## src/rtl/fir_input_buffer.sv

```systemverilog
// FIR input buffer: a small first-word fall-through FIFO between an upstream
// sample source and the FIR controller. The head sample is presented
// combinationally and is consumed by a one-cycle get_input pulse.
module fir_input_buffer #(
    parameter int DATA_W = 16,
    parameter int DEPTH  = 8      // power of two, at least 2
) (
    input  logic                       clk,
    input  logic                       rst_n,
    input  logic [DATA_W-1:0]          in_data,
    input  logic                       in_valid,
    output logic                       in_ready,
    input  logic                       clear,
    output logic                       input_valid,
    output logic [DATA_W-1:0]          fir_data,
    input  logic                       get_input,
    output logic [$clog2(DEPTH):0]     count,
    output logic                       full,
    output logic                       empty,
    output logic                       underflow_err
);

    localparam int PTR_W = $clog2(DEPTH);
    localparam int CNT_W = PTR_W + 1;
    localparam logic [CNT_W-1:0] FULL_CNT = CNT_W'(DEPTH);

    logic [DATA_W-1:0] mem [DEPTH];
    logic [PTR_W-1:0]  wr_ptr;
    logic [PTR_W-1:0]  rd_ptr;
    logic [CNT_W-1:0]  count_q;
    logic              underflow_q;
    logic              push;
    logic              pop;

    // Occupancy flags, handshake and fall-through head, all from registered state.
    always_comb begin
        empty         = (count_q == '0);
        full          = (count_q == FULL_CNT);
        in_ready      = !full;
        input_valid   = !empty;
        count         = count_q;
        underflow_err = underflow_q;
        fir_data      = mem[rd_ptr];
        // clear wins over both transfers; a full buffer never accepts, even
        // when a pop frees a slot in the same cycle.
        push          = in_valid && !full && !clear;
        pop           = get_input && !empty && !clear;
    end

    // Pointer, occupancy and sticky underflow control.
    always_ff @(posedge clk or negedge rst_n) begin
        if (!rst_n) begin
            wr_ptr      <= '0;
            rd_ptr      <= '0;
            count_q     <= '0;
            underflow_q <= 1'b0;
        end else if (clear) begin
            wr_ptr      <= '0;
            rd_ptr      <= '0;
            count_q     <= '0;
            underflow_q <= 1'b0;
        end else begin
            if (push) begin
                wr_ptr <= wr_ptr + PTR_W'(1);
            end
            if (pop) begin
                rd_ptr <= rd_ptr + PTR_W'(1);
            end
            if (push && !pop) begin
                count_q <= count_q + CNT_W'(1);
            end else if (pop && !push) begin
                count_q <= count_q - CNT_W'(1);
            end
            if (get_input && empty) begin
                underflow_q <= 1'b1;
            end
        end
    end

    // Sample storage; deliberately not reset, only the pointers are.
    always_ff @(posedge clk) begin
        if (push) begin
            mem[wr_ptr] <= in_data;
        end
    end

endmodule

```

## config.mk

```make
export PLATFORM = sky130hd
export DESIGN_NAME = fir_input_buffer
export DESIGN_NICKNAME = d
export VERILOG_FILES = /design/src/rtl/fir_input_buffer.sv
export SDC_FILE = /design/constraint.sdc
export NUM_CORES = 1
export LEC_CHECK = 0
export ABC_AREA = 1
export BUFFER_PORTS_ARGS = -buffer_cell sky130_fd_sc_hd__buf_2
export CORE_ASPECT_RATIO = 1.75
export CORE_MARGIN = 3
export CORE_UTILIZATION = 60
export DETAILED_ROUTE_END_ITERATION = 12
export GPL_TIMING_DRIVEN = 0
export PLACE_DENSITY = 0.79
export SETUP_SLACK_MARGIN = 0.1
export SYNTH_ARGS = -nofsm -noshare
export SYNTH_HDL_FRONTEND = slang
export SYNTH_SLANG_ARGS = --single-unit
```

## constraint.sdc

```tcl
create_clock -name clk -period 2.9 [get_ports clk]
set_input_delay 0.145 -clock clk [delete_from_list [all_inputs] [get_ports clk]]
set_output_delay 0.145 -clock clk [all_outputs]
set_load 0.01 [all_outputs]
```

==> impl_results.md <==
- Status: complete, no violations
- Yosys reg bits: 139
- Initial Utilization: between 60 and 70%
- Clk_skew: roughly 9.1 ps
- Pwr Density: slightly below 900 mW/mm²
- Drt pass-1 iters: 5
- Post-Syn Instances: 472
- Worst-path cell chain: buf_6, inv_4, clkbuf_1, o21ai_0, a31oi_1, buf_2
- Initial antenna violation count: 0
- Clk_lat worst skew: 420 ps
- RSZ-0062 raised after global routing: false
- Share of cells above drive strength 1: 23.0%
- CP endpoint kind: primary output
- Routed WL: between 10,000 and 15,000 µm
- Crit Path Category: flop to primary output
- Max-slew headroom: 40.1%
- Synth Cell Area: 0.00572 mm²
- Post-synthesis sequential area ratio: 72.0%
- Worst Setup Start Kind: flop
- Clock buffer depth: 2
- Die Wd: 79.8 µm
- Worst IR drop on VDD: 0.000669 V
- PnR worst setup slack: between 400 and 500 ps
- Worst-path clk slew: about 60 ps
- IO Count: 46
- Post-CTS Setup Inserts: 0
- Post-layout min period: approximately 2400 ps
- Met2 GRT Util: between 40% and 50%
- FILL cells: 554
- Final setup fails: 0
- Maxcap violations: 0
- Pre-CTS WS: 596 ps
- Std-Cell Rows: 46
- Vias in the first global route: 4,228
- Num CTS Buffers: 17
- GR Util met3: 7.12%
- Root Driver: clkbuf_16
- First-pass GRT wire length: 22,200 µm
- Die ar.: 0.0108 mm²
- Post-CTS sizing: 0
- Antenna viol nets, final: 0
- Die Ht: around 140 µm
- CP required: 2760 ps
- H-tree levels: 4
- Syn_area_per_cell: about 12 µm²
- Unique masters post-synth: 28
- # hold bufs at CTS: 12
- Met1 global-route usage: 32.9%
- Final TNS setup: 0 ps
- F_max: 416 MHz
- PortBufs: 45
- GP Congestion: ~0.82
- DP Area: 0.00622 mm²
- Final hold viol count: 0
- Fin util: 76.1%
- Syn Nets: 498
- Iter 0 DRT Violations: 424
- Core area: 0.00921 mm²
- Nets@finish: 582
- WP data arrival: about 2300 ps
- Grt total ovfl: 0
- Largest net degree at the start of global routing: 17
- Ant diodes: 0
- Hpwl dp: 8900 µm
- Slew @ Worst Pin: 895 ps
- Worst hold path type: primary input to flop
- GRT Max-Usage Layer: met2
- TritonCTS clock tree: yes
- Routed vias/inst: 5.91
- Critical path fanouts, max: 10
- Tot GR Track Use: about 29%
- Remaining DRCs: 0
- Sequential cell area: 0.00412 mm²
- Vias: 4,072
- Pleak: 2.62 nW
- Fin area: approximately 0.007 mm²
- Slowest CP cell: clkbuf_1
- # clock sinks: 139
- Slowest cell delay on critical path: 530 ps
- Max-slew violation count: 0
- Yosys warning count: 0
- Layout area overhead: 22.5%
- WL/cell: approximately 21 µm
- Post-route clock period utilization: 82.9%
- Area of the multi-input gates: 0.00142 mm²
-- metrics by stage --
stage / std cells / hold WS, ps / power (mW)
finish: 689 / 21.2 / 6.16
global route: 689 / 15.2 / 6.38
CTS: 689 / 0.175 / 6.17
detailed placement: 645 / 38.0 / 3.68
global placement: 637 / 28.3 / 3.61
floorplan: 472 / -151 / 3.19
-- synthesized netlist by cell type --
cell | n | area (µm²)
o21ai_1 | 18 | 90.1
a21oi_1 | 21 | 105
buf_4 | 2 | 15.0
xor2_1 | 1 | 8.76
nor2_2 | 14 | 87.6
clkbuf_1 | 8 | 30.0
fa_1 | 1 | 20.0
buf_8 | 2 | 30.0
inv_1 | 11 | 41.3
nand2_1 | 72 | 270
edfxtp_1 | 128 | 3840
nand3_4 | 1 | 17.5
inv_2 | 4 | 15.0
clkinv_1 | 1 | 3.75
buf_2 | 9 | 45.0
a21oi_2 | 1 | 8.76
a31oi_1 | 16 | 100
ha_1 | 4 | 50.1
nor2_1 | 79 | 297
buf_6 | 1 | 11.3
inv_4 | 1 | 6.26
nand3_2 | 1 | 10.0
nand2_2 | 5 | 31.3
o21a_1 | 1 | 7.51
nand2_4 | 1 | 11.3
nand3_1 | 3 | 15.0
o21ai_0 | 55 | 275
dfrtp_1 | 11 | 275
-- kinds of logic (layout without fill, tap and decap cells) --
kind of cell             after synthesis  in the layout  synth area share (%)
AND/OR/NAND/NOR                      176            176                  12.9
buffers and inverters                 39            136                  3.45
XOR/XNOR                               1              1                 0.153
adder cells (fa/ha/maj)                5              5                  1.22
flip-flops                           139            139                  72.0
AO/OA/AOI/OAI                        112            112                  10.3
-- worst paths after layout --
kind,startpoint,end,slack [ps],cells after the start
worst min-delay path,in_data[4],mem[7][4]$_DFFE_PP_,20,1
worst max register to register,count[3]$_DFFE_PN0P_,mem[6][4]$_DFFE_PP_,540,8
max in group asynchronous,rst_n,count[1]$_DFFE_PN0P_,2480,2
min in group asynchronous,rst_n,count[3]$_DFFE_PN0P_,180,2
worst min register to register,underflow_err$_DFFE_PN0P_,underflow_err$_DFFE_PN0P_,530,2
worst max-delay path,rd_ptr[0]$_DFFE_PN0P_,fir_data[11],500,6
-- registers in the layout (all words and copies together), names as in the netlist --
name           flops
count              4
rd_ptr             3
mem              128
underflow_err      1
wr_ptr             3
-- area by class of cell --
class                           instances  share of cell area (%)
Buffer                                 22                    1.87
Clock buffer                           20                    6.51
Clock inverter                         12                    3.10
Inverter                               17                   0.946
Multi-Input combinational cell        294                    20.3
Sequential cell                       139                    58.7
Tap cell                              120                    2.14
Timing Repair Buffer                   65                    6.42
-- report_power, final --
group | internal, mW | switching (mW)
sequential | 2.28 | 0.0661
clock | 1.65 | 0.808
combinational | 0.452 | 0.902
total | 4.38 | 1.78
-- placed cells by master, fill, tap and decap left out, types with 12 or more instances in the layout --
cell / instances
a31oi_1: 16
o21ai_0: 55
buf_2: 54
nor2_2: 20
nand2_1: 72
edfxtp_1: 128
o21ai_1: 18
nor2_1: 73
a21oi_1: 21
dlygate4sd3_1: 12
clkbuf_16: 17
-- worst max-delay path: cells and delay by family, from the launching register on --
family	cells	cell delay [ps]
flip-flops	1	410
buffers and inverters	4	940
AO/OA/AOI/OAI	2	480
-- layer usage --
layer,wire length [µm],share of wire [%],vias up
met5,0,0,-
met4,869,5.9,0
met3,1020,6.9,71
met2,7670,52,217
met1,5110,35,1946
li1,-,-,1838
No activity file was read; power rests on OpenSTA's default activity.
